### src/rtl/timekeeper_core_if.sv
// timekeeper_core_if
//  Groups the timebase control inputs and the time/strobe outputs of
//  timekeeper_core.
//  master : the controller side. It drives set_sw, time_btn_t and tz_offset and
//           observes the time values.
//  slave  : the timebase core. It receives the controls and drives the time values.
//  Signals: set_sw, time_btn_t[2:0], tz_offset[4:0] (signed hours), tick_1hz,
//           day_rollover, utc_hour_val, local_hour_val, cur_min_val,
//           cur_sec_val, and the BCD digits h/m/s tens/ones.
`timescale 1ns/1ps
interface timekeeper_core_if;
  logic       set_sw;
  logic [2:0] time_btn_t;
  logic [4:0] tz_offset;
  logic       tick_1hz;
  logic       day_rollover;
  logic [5:0] utc_hour_val;
  logic [5:0] local_hour_val;
  logic [5:0] cur_min_val;
  logic [5:0] cur_sec_val;
  logic [3:0] h_tens;
  logic [3:0] h_ones;
  logic [3:0] m_tens;
  logic [3:0] m_ones;
  logic [3:0] s_tens;
  logic [3:0] s_ones;

  modport master (
    output set_sw, time_btn_t, tz_offset,
    input  tick_1hz, day_rollover, utc_hour_val, local_hour_val, cur_min_val,
           cur_sec_val, h_tens, h_ones, m_tens, m_ones, s_tens, s_ones
  );

  modport slave (
    input  set_sw, time_btn_t, tz_offset,
    output tick_1hz, day_rollover, utc_hour_val, local_hour_val, cur_min_val,
           cur_sec_val, h_tens, h_ones, m_tens, m_ones, s_tens, s_ones
  );
endinterface

### src/rtl/timekeeper_core.sv
// timekeeper_core
//  Free-running HH:MM:SS timebase. It divides clk_1k down to a 1 Hz strobe and
//  keeps UTC time. A signed timezone offset is applied to produce the local hour.
//  In set mode, pulse buttons adjust each field with no carry into the next field.
//  Ports:
//   clk_1k : system clock, all logic on the rising edge
//   rst    : asynchronous active-high reset
//   bus    : timekeeper_core_if.slave
//            controls: set_sw, time_btn_t, tz_offset
//            outputs : strobes, UTC/local hour, min, sec, BCD digits
`timescale 1ns/1ps
module timekeeper_core #(
  parameter int CLK_HZ  = 1000,
  parameter int PRESC_W = 10
) (
  input  logic                 clk_1k,
  input  logic                 rst,
  timekeeper_core_if.slave     bus
);

  localparam logic [PRESC_W-1:0] PRESC_MAX = PRESC_W'(CLK_HZ - 1);

  logic [PRESC_W-1:0] presc;
  logic [5:0]         hour;
  logic [5:0]         min;
  logic [5:0]         sec;
  logic               tick;
  logic               rollover;

  logic signed [6:0]  tz_ext;
  logic signed [6:0]  tz_eff;
  logic signed [6:0]  local_sum;
  logic signed [6:0]  local_adj;
  logic [5:0]         local_hour;

  function automatic logic [3:0] bcd_tens(input logic [5:0] v);
    logic [5:0] t;
    t = v / 6'd10;
    return t[3:0];
  endfunction

  function automatic logic [3:0] bcd_ones(input logic [5:0] v);
    logic [5:0] t;
    t = v % 6'd10;
    return t[3:0];
  endfunction

  // Prescaler, time-of-day counters and the one-cycle strobes
  always_ff @(posedge clk_1k or posedge rst) begin
    if (rst) begin
      presc    <= '0;
      hour     <= 6'd0;
      min      <= 6'd0;
      sec      <= 6'd0;
      tick     <= 1'b0;
      rollover <= 1'b0;
    end else if (bus.set_sw) begin
      // Set mode: the partial second is discarded. Each button bumps only its own field.
      presc    <= '0;
      tick     <= 1'b0;
      rollover <= 1'b0;
      if (bus.time_btn_t[0]) hour <= (hour == 6'd23) ? 6'd0 : hour + 6'd1;
      if (bus.time_btn_t[1]) min  <= (min  == 6'd59) ? 6'd0 : min  + 6'd1;
      if (bus.time_btn_t[2]) sec  <= (sec  == 6'd59) ? 6'd0 : sec  + 6'd1;
    end else if (presc == PRESC_MAX) begin
      // Second boundary. The strobe and the new time become visible in the same cycle.
      presc    <= '0;
      tick     <= 1'b1;
      rollover <= (hour == 6'd23) && (min == 6'd59) && (sec == 6'd59);
      if (sec == 6'd59) begin
        sec <= 6'd0;
        if (min == 6'd59) begin
          min  <= 6'd0;
          hour <= (hour == 6'd23) ? 6'd0 : hour + 6'd1;
        end else begin
          min <= min + 6'd1;
        end
      end else begin
        sec <= sec + 6'd1;
      end
    end else begin
      presc    <= presc + {{(PRESC_W-1){1'b0}}, 1'b1};
      tick     <= 1'b0;
      rollover <= 1'b0;
    end
  end

  // Local hour = (utc + offset) mod 24. An out-of-range offset counts as zero.
  always_comb begin
    tz_ext = {{2{bus.tz_offset[4]}}, bus.tz_offset};
    if ((tz_ext < -7'sd12) || (tz_ext > 7'sd14)) begin
      tz_eff = 7'sd0;
    end else begin
      tz_eff = tz_ext;
    end
    local_sum = $signed({1'b0, hour}) + tz_eff;
    if (local_sum < 7'sd0) begin
      local_adj = local_sum + 7'sd24;
    end else if (local_sum >= 7'sd24) begin
      local_adj = local_sum - 7'sd24;
    end else begin
      local_adj = local_sum;
    end
    local_hour = local_adj[5:0];
  end

  assign bus.tick_1hz       = tick;
  assign bus.day_rollover   = rollover;
  assign bus.utc_hour_val   = hour;
  assign bus.local_hour_val = local_hour;
  assign bus.cur_min_val    = min;
  assign bus.cur_sec_val    = sec;
  assign bus.h_tens         = bcd_tens(local_hour);
  assign bus.h_ones         = bcd_ones(local_hour);
  assign bus.m_tens         = bcd_tens(min);
  assign bus.m_ones         = bcd_ones(min);
  assign bus.s_tens         = bcd_tens(sec);
  assign bus.s_ones         = bcd_ones(sec);

endmodule

### src/flat_wrapper.sv
// flat-port wrapper written by rule: the top's interface ports become plain ports
module timekeeper_core_flat 
#(
  parameter int CLK_HZ  = 1000,
  parameter int PRESC_W = 10
)
  (clk_1k, rst, bus_set_sw, bus_time_btn_t, bus_tz_offset, bus_tick_1hz, bus_day_rollover, bus_utc_hour_val, bus_local_hour_val, bus_cur_min_val, bus_cur_sec_val, bus_h_tens, bus_h_ones, bus_m_tens, bus_m_ones, bus_s_tens, bus_s_ones);
  timekeeper_core_if bus_i ();
  input  logic clk_1k;
  input  logic rst;
  input wire logic [$bits(bus_i.set_sw)-1:0] bus_set_sw;
  input wire logic [$bits(bus_i.time_btn_t)-1:0] bus_time_btn_t;
  input wire logic [$bits(bus_i.tz_offset)-1:0] bus_tz_offset;
  output wire logic [$bits(bus_i.tick_1hz)-1:0] bus_tick_1hz;
  output wire logic [$bits(bus_i.day_rollover)-1:0] bus_day_rollover;
  output wire logic [$bits(bus_i.utc_hour_val)-1:0] bus_utc_hour_val;
  output wire logic [$bits(bus_i.local_hour_val)-1:0] bus_local_hour_val;
  output wire logic [$bits(bus_i.cur_min_val)-1:0] bus_cur_min_val;
  output wire logic [$bits(bus_i.cur_sec_val)-1:0] bus_cur_sec_val;
  output wire logic [$bits(bus_i.h_tens)-1:0] bus_h_tens;
  output wire logic [$bits(bus_i.h_ones)-1:0] bus_h_ones;
  output wire logic [$bits(bus_i.m_tens)-1:0] bus_m_tens;
  output wire logic [$bits(bus_i.m_ones)-1:0] bus_m_ones;
  output wire logic [$bits(bus_i.s_tens)-1:0] bus_s_tens;
  output wire logic [$bits(bus_i.s_ones)-1:0] bus_s_ones;
  assign bus_i.set_sw = bus_set_sw;
  assign bus_i.time_btn_t = bus_time_btn_t;
  assign bus_i.tz_offset = bus_tz_offset;
  assign bus_tick_1hz = bus_i.tick_1hz;
  assign bus_day_rollover = bus_i.day_rollover;
  assign bus_utc_hour_val = bus_i.utc_hour_val;
  assign bus_local_hour_val = bus_i.local_hour_val;
  assign bus_cur_min_val = bus_i.cur_min_val;
  assign bus_cur_sec_val = bus_i.cur_sec_val;
  assign bus_h_tens = bus_i.h_tens;
  assign bus_h_ones = bus_i.h_ones;
  assign bus_m_tens = bus_i.m_tens;
  assign bus_m_ones = bus_i.m_ones;
  assign bus_s_tens = bus_i.s_tens;
  assign bus_s_ones = bus_i.s_ones;
  timekeeper_core #(.CLK_HZ(CLK_HZ), .PRESC_W(PRESC_W)) u_core (.clk_1k(clk_1k), .rst(rst), .bus(bus_i));
endmodule
### config.mk
export PLATFORM = sky130hd
export DESIGN_NAME = timekeeper_core_flat
export DESIGN_NICKNAME = d
export VERILOG_FILES = /design/src/rtl/timekeeper_core_if.sv /design/src/rtl/timekeeper_core.sv /design/src/flat_wrapper.sv
export SDC_FILE = /design/constraint.sdc
export NUM_CORES = 1
export LEC_CHECK = 0
export BUFFER_PORTS_ARGS = -buffer_cell sky130_fd_sc_hd__buf_2
export CAP_MARGIN = 30
export CORE_UTILIZATION = 50
export CTS_BUF_LIST = sky130_fd_sc_hd__clkbuf_8
export CTS_CLUSTER_SIZE = 24
export DETAILED_ROUTE_END_ITERATION = 12
export GPL_ROUTABILITY_DRIVEN = 0
export GPL_TIMING_DRIVEN = 0
export PLACE_DENSITY = 0.73
export SKIP_LAST_GASP = 1
export SLEW_MARGIN = 10
export SYNTH_ARGS = -nofsm -noshare
export SYNTH_HDL_FRONTEND = slang
export SYNTH_SLANG_ARGS = --single-unit
export TNS_END_PERCENT = 20
### constraint.sdc
create_clock -name clk_1k -period 6.9 [get_ports clk_1k]
set_input_delay 1.035 -clock clk_1k [delete_from_list [all_inputs] [get_ports clk_1k]]
set_output_delay 1.035 -clock clk_1k [all_outputs]
set_load 0.1 [all_outputs]
==> results.txt <==
----------------------------------------------------
[Finish]
  Antenna cells ... 0
  Net count reported at finish ... ~430
  Fraction of final layout cells with drive strength greater than 1 ... 24.0%
  Filler cells ... around 470
  Leading cell type in the layout, fill and taps excluded ... sky130_fd_sc_hd__buf_2
  Most frequent cells in the layout ... sky130_fd_sc_hd__buf_2, sky130_fd_sc_hd__nor2_1, sky130_fd_sc_hd__nand2_1, sky130_fd_sc_hd__dfrtp_1, sky130_fd_sc_hd__inv_1
  Signed area change from the synthesized netlist to the final layout ... 19.4%

[CTS]
  Count of clock tree sinks ... 30
  Clock Tree Root ... sky130_fd_sc_hd__clkbuf_8
  Clock-pin transition on the worst setup and hold timing paths ... around 0.06 ns
  Hold buffer count at cts ... 0
  Clk_lat worst skew ... about 0.28 ns
  Number of buffers created by CTS ... 5
  CTS H-tree depth ... 2
  Post-CTS Repair Setup Buffers ... 0
  TritonCTS clock tree ... yes
  Maximum number of buffers from clock root to sink ... 2

[Global route]
  Total congestion overflow ... 0
  Vias in the first global route ... ~2400
  Initial antenna violation count ... 0
  Overall routing resource usage ... between 20% and 30%
  Maximum number of pins on one net before global-route repair ... 18
  Global-route wire length before repair ... roughly 10 mm

[Timing]
  Transition at the pin with the smallest max-transition slack ... between 0.6 and 0.7 ns
  Summed negative setup slack over all endpoints ... 0 ns
  Minimum setup slack in the final design ... 0.392 ns
  Finish-stage setup viols ... 0
  Number of hold-slack violations in the final timing report ... 0
  Final critical-path share of the clock period ... a little over nine tenths
  Unrepaired setup endpoints after global routing ... yes
  Fin crit period ... about 6.5 ns
  Max-Slew Margin vs Limit ... between 50% and 60%
  Maximum operating frequency ... 0.154 GHz
  Final Slew Violations ... 0
  Post-Route Skew ... around 0.006 ns

[Setup path]
  Maximum fanout along the worst path ... 10
  Critical Path Start Type ... input port
  Worst Path Required ... ~5.9 ns
  Arrival @ worst endpoint ... around 5.5 ns
  CP peak stage delay ... 0.42 ns
  Slowest stage cell, crit path ... sky130_fd_sc_hd__fa_1
  CP Capture Type ... output pin
  Crit path kind ... input port to output pin
  Chain of cells forming the critical path ... buf_2, inv_1, nand3_1, nand2_1, a21oi_1, ha_1, inv_1, fa_1, nand2b_1, a21oi_1, xor2_1, ha_1, inv_1, o211ai_1, o211ai_2, buf_2, xnor2_1, nand2_1, o21ai_1, ha_1, o311ai_2, clkbuf_4
  Register-to-register setup slack ... about 4.3 ns

[Routing]
  Number of vias in the routed layout ... 2552
  Post-DR vias/cell ... 5.43
  Detailed router's first-iteration violation count ... 70
  Post-detailed-route DRC marker count ... 0
  Post-detailed-route count of antenna-violating nets ... 0
  Routed WL per cell ... roughly 12 um
  Length of the first detailed-routing pass in iterations ... 4
  Routed WL ... 5.87 mm

[Worst hold path]
  Worst min path class ... flip-flop to flip-flop

[Placed design]
  Port-buffer cells ... 57
  Pre-CTS WS ... roughly 0.37 ns
  Detailed placement HPWL ... between 4 and 5 mm

[Logic synthesis]
  Mapped cell area ... around 2700 sq um
  Post-synthesis sequential element count ... 30
  Count of flip-flops with a built-in enable after synthesis ... 0
  Distinct cells, synth ... 69
  Proportion of synthesized chip area in sequential cells ... 27.4%
  Post-synthesis cell count ... between 300 and 400
  Async set or reset register ratio after synthesis ... 100%
  Yosys warning count ... 0
  Most used flip-flop cell after synthesis ... sky130_fd_sc_hd__dfrtp_1
  Mapped Avg Cell Area ... approximately 8.2 sq um

[Floorplanning]
  Die width ... around 76 um
  Number of placed I/O pins ... 61
  Area of the die ... just under 6000 sq um
  Core Region ... 5170 sq um
  Placement Rows ... 26
  Initial core utilization ... between 50% and 60%
  Vert. Die Dim ... around 76 um

[Outcome]
  Run status ... finished, final reports clean

[Run]
  Number of maximum-capacitance constraint violations ... 0

----------------------------------------------------
==> cell usage after synthesis, types with 2 or more instances <==
library cell	count	area, sq um
sky130_fd_sc_hd__nor2b_1	4	25.0
sky130_fd_sc_hd__a31oi_1	5	31.3
sky130_fd_sc_hd__mux2i_1	5	50.1
sky130_fd_sc_hd__dfrtp_1	30	751
sky130_fd_sc_hd__o211ai_1	4	30.0
sky130_fd_sc_hd__nand3_1	13	65.1
sky130_fd_sc_hd__buf_4	6	45.0
sky130_fd_sc_hd__and3_1	5	31.3
sky130_fd_sc_hd__xnor2_1	15	131
sky130_fd_sc_hd__nand2b_1	8	50.1
sky130_fd_sc_hd__buf_2	2	10.0
sky130_fd_sc_hd__o21ai_0	21	105
sky130_fd_sc_hd__and2_1	2	12.5
sky130_fd_sc_hd__nor4_1	2	12.5
sky130_fd_sc_hd__a21oi_1	8	40.0
sky130_fd_sc_hd__o31a_1	2	17.5
sky130_fd_sc_hd__clkbuf_1	10	37.5
sky130_fd_sc_hd__o21a_1	5	37.5
sky130_fd_sc_hd__nand4_1	4	25.0
sky130_fd_sc_hd__xor2_1	6	52.6
sky130_fd_sc_hd__nand2_1	34	128
sky130_fd_sc_hd__ha_1	20	250
sky130_fd_sc_hd__nor3_1	8	40.0
sky130_fd_sc_hd__inv_1	24	90.1
sky130_fd_sc_hd__a211oi_2	2	25.0
sky130_fd_sc_hd__a21o_1	4	30.0
sky130_fd_sc_hd__nor2_1	35	131
sky130_fd_sc_hd__o21ai_1	4	20.0
sky130_fd_sc_hd__o22ai_1	4	25.0
==> registers in the layout, summed over array words and instances, names as in the netlist <==
| name | count |
|---|---|
| u_core.bus.cur_sec_val | 6 |
| u_core.bus.utc_hour_val | 6 |
| u_core.presc | 10 |
| u_core.bus.cur_min_val | 6 |
| u_core.bus.tick_1hz | 1 |
| u_core.bus.day_rollover | 1 |
==> cell families (layout without fill, tap and decap cells) <==
logic type,count (synthesis),after routing,share of synthesized area (%)
other,1,3,0.137
and+or+nand+nor,126,126,23.0
buffers and inverters,42,108,6.68
xor gates and xnor gates,22,22,7.32
DFF,30,30,27.4
adders and majority gates,21,21,9.88
muxes,6,6,2.24
AOI/OAI and AO/OA,84,84,23.3
==> metrics by stage <==
step / std cells / hold WS (ns) / instance area [sq um] / utilization [%]
floorplan: 334 / 0.433 / 2760 / -
global placement: 461 / 0.457 / 3130 / 60.5
detailed placement: 462 / 0.466 / 3160 / 61.0
CTS: 470 / 0.482 / 3260 / 63.1
global route: 470 / 0.496 / 3270 / 63.1
finish: 470 / 0.473 / 3270 / 63.1
==> critical path, delay by kind of cell <==
kind | cells | cell delay, ns
AOI/OAI and AO/OA | 6 | 1.16
xor gates and xnor gates | 2 | 0.56
adders and majority gates | 4 | 1.33
buffers and inverters | 6 | 0.96
and+or+nand+nor | 4 | 0.41
==> metal layers <==
layer	share of wire, %	GRT usage (%)	wire, um
met3	3.7	3.98	217
met5	0	0	0
met4	0.73	3.85	43
met1	46	25.7	2670
met2	50	39.2	2930
==> final timing paths <==
check                                           from                                     end  cells past startpoint
setup / recovery                    bus_tz_offset[2]                           bus_h_ones[2]                     22
hold / removal             u_core.presc[0]$_DFF_PP0_               u_core.presc[0]$_DFF_PP0_                      1
setup reg to reg           u_core.presc[0]$_DFF_PP0_  u_core.bus.utc_hour_val[0]$_DFFE_PP0P_                      7
hold reg to reg            u_core.presc[0]$_DFF_PP0_               u_core.presc[0]$_DFF_PP0_                      1
max in group asynchronous                        rst   u_core.bus.cur_sec_val[5]$_DFFE_PP0P_                      3
min in group asynchronous                        rst       u_core.bus.day_rollover$_DFF_PP0_                      2
==> final cells by class <==
cell class	count	area (sq um)	share of cell area, %
Clock inverter	3	37.5	1.15
Tap cell	70	87.6	2.68
Timing Repair Buffer	58	315	9.66
Inverter	24	90.1	2.76
Clock buffer	5	68.8	2.11
Buffer	18	92.6	2.84
Multi-Input combinational cell	262	1820	55.8
Sequential cell	30	751	23.0
==> timing repair <==
item | in CTS | in global routing
endpoints found under the setup margin | 0 | 2
resized for setup | 0 | 1
endpoints found under the hold margin | 0 | 0
Power is left out: the tool's default activity adds up to more than one toggle a clock period on the data nets, which glitch-free logic cannot reach.
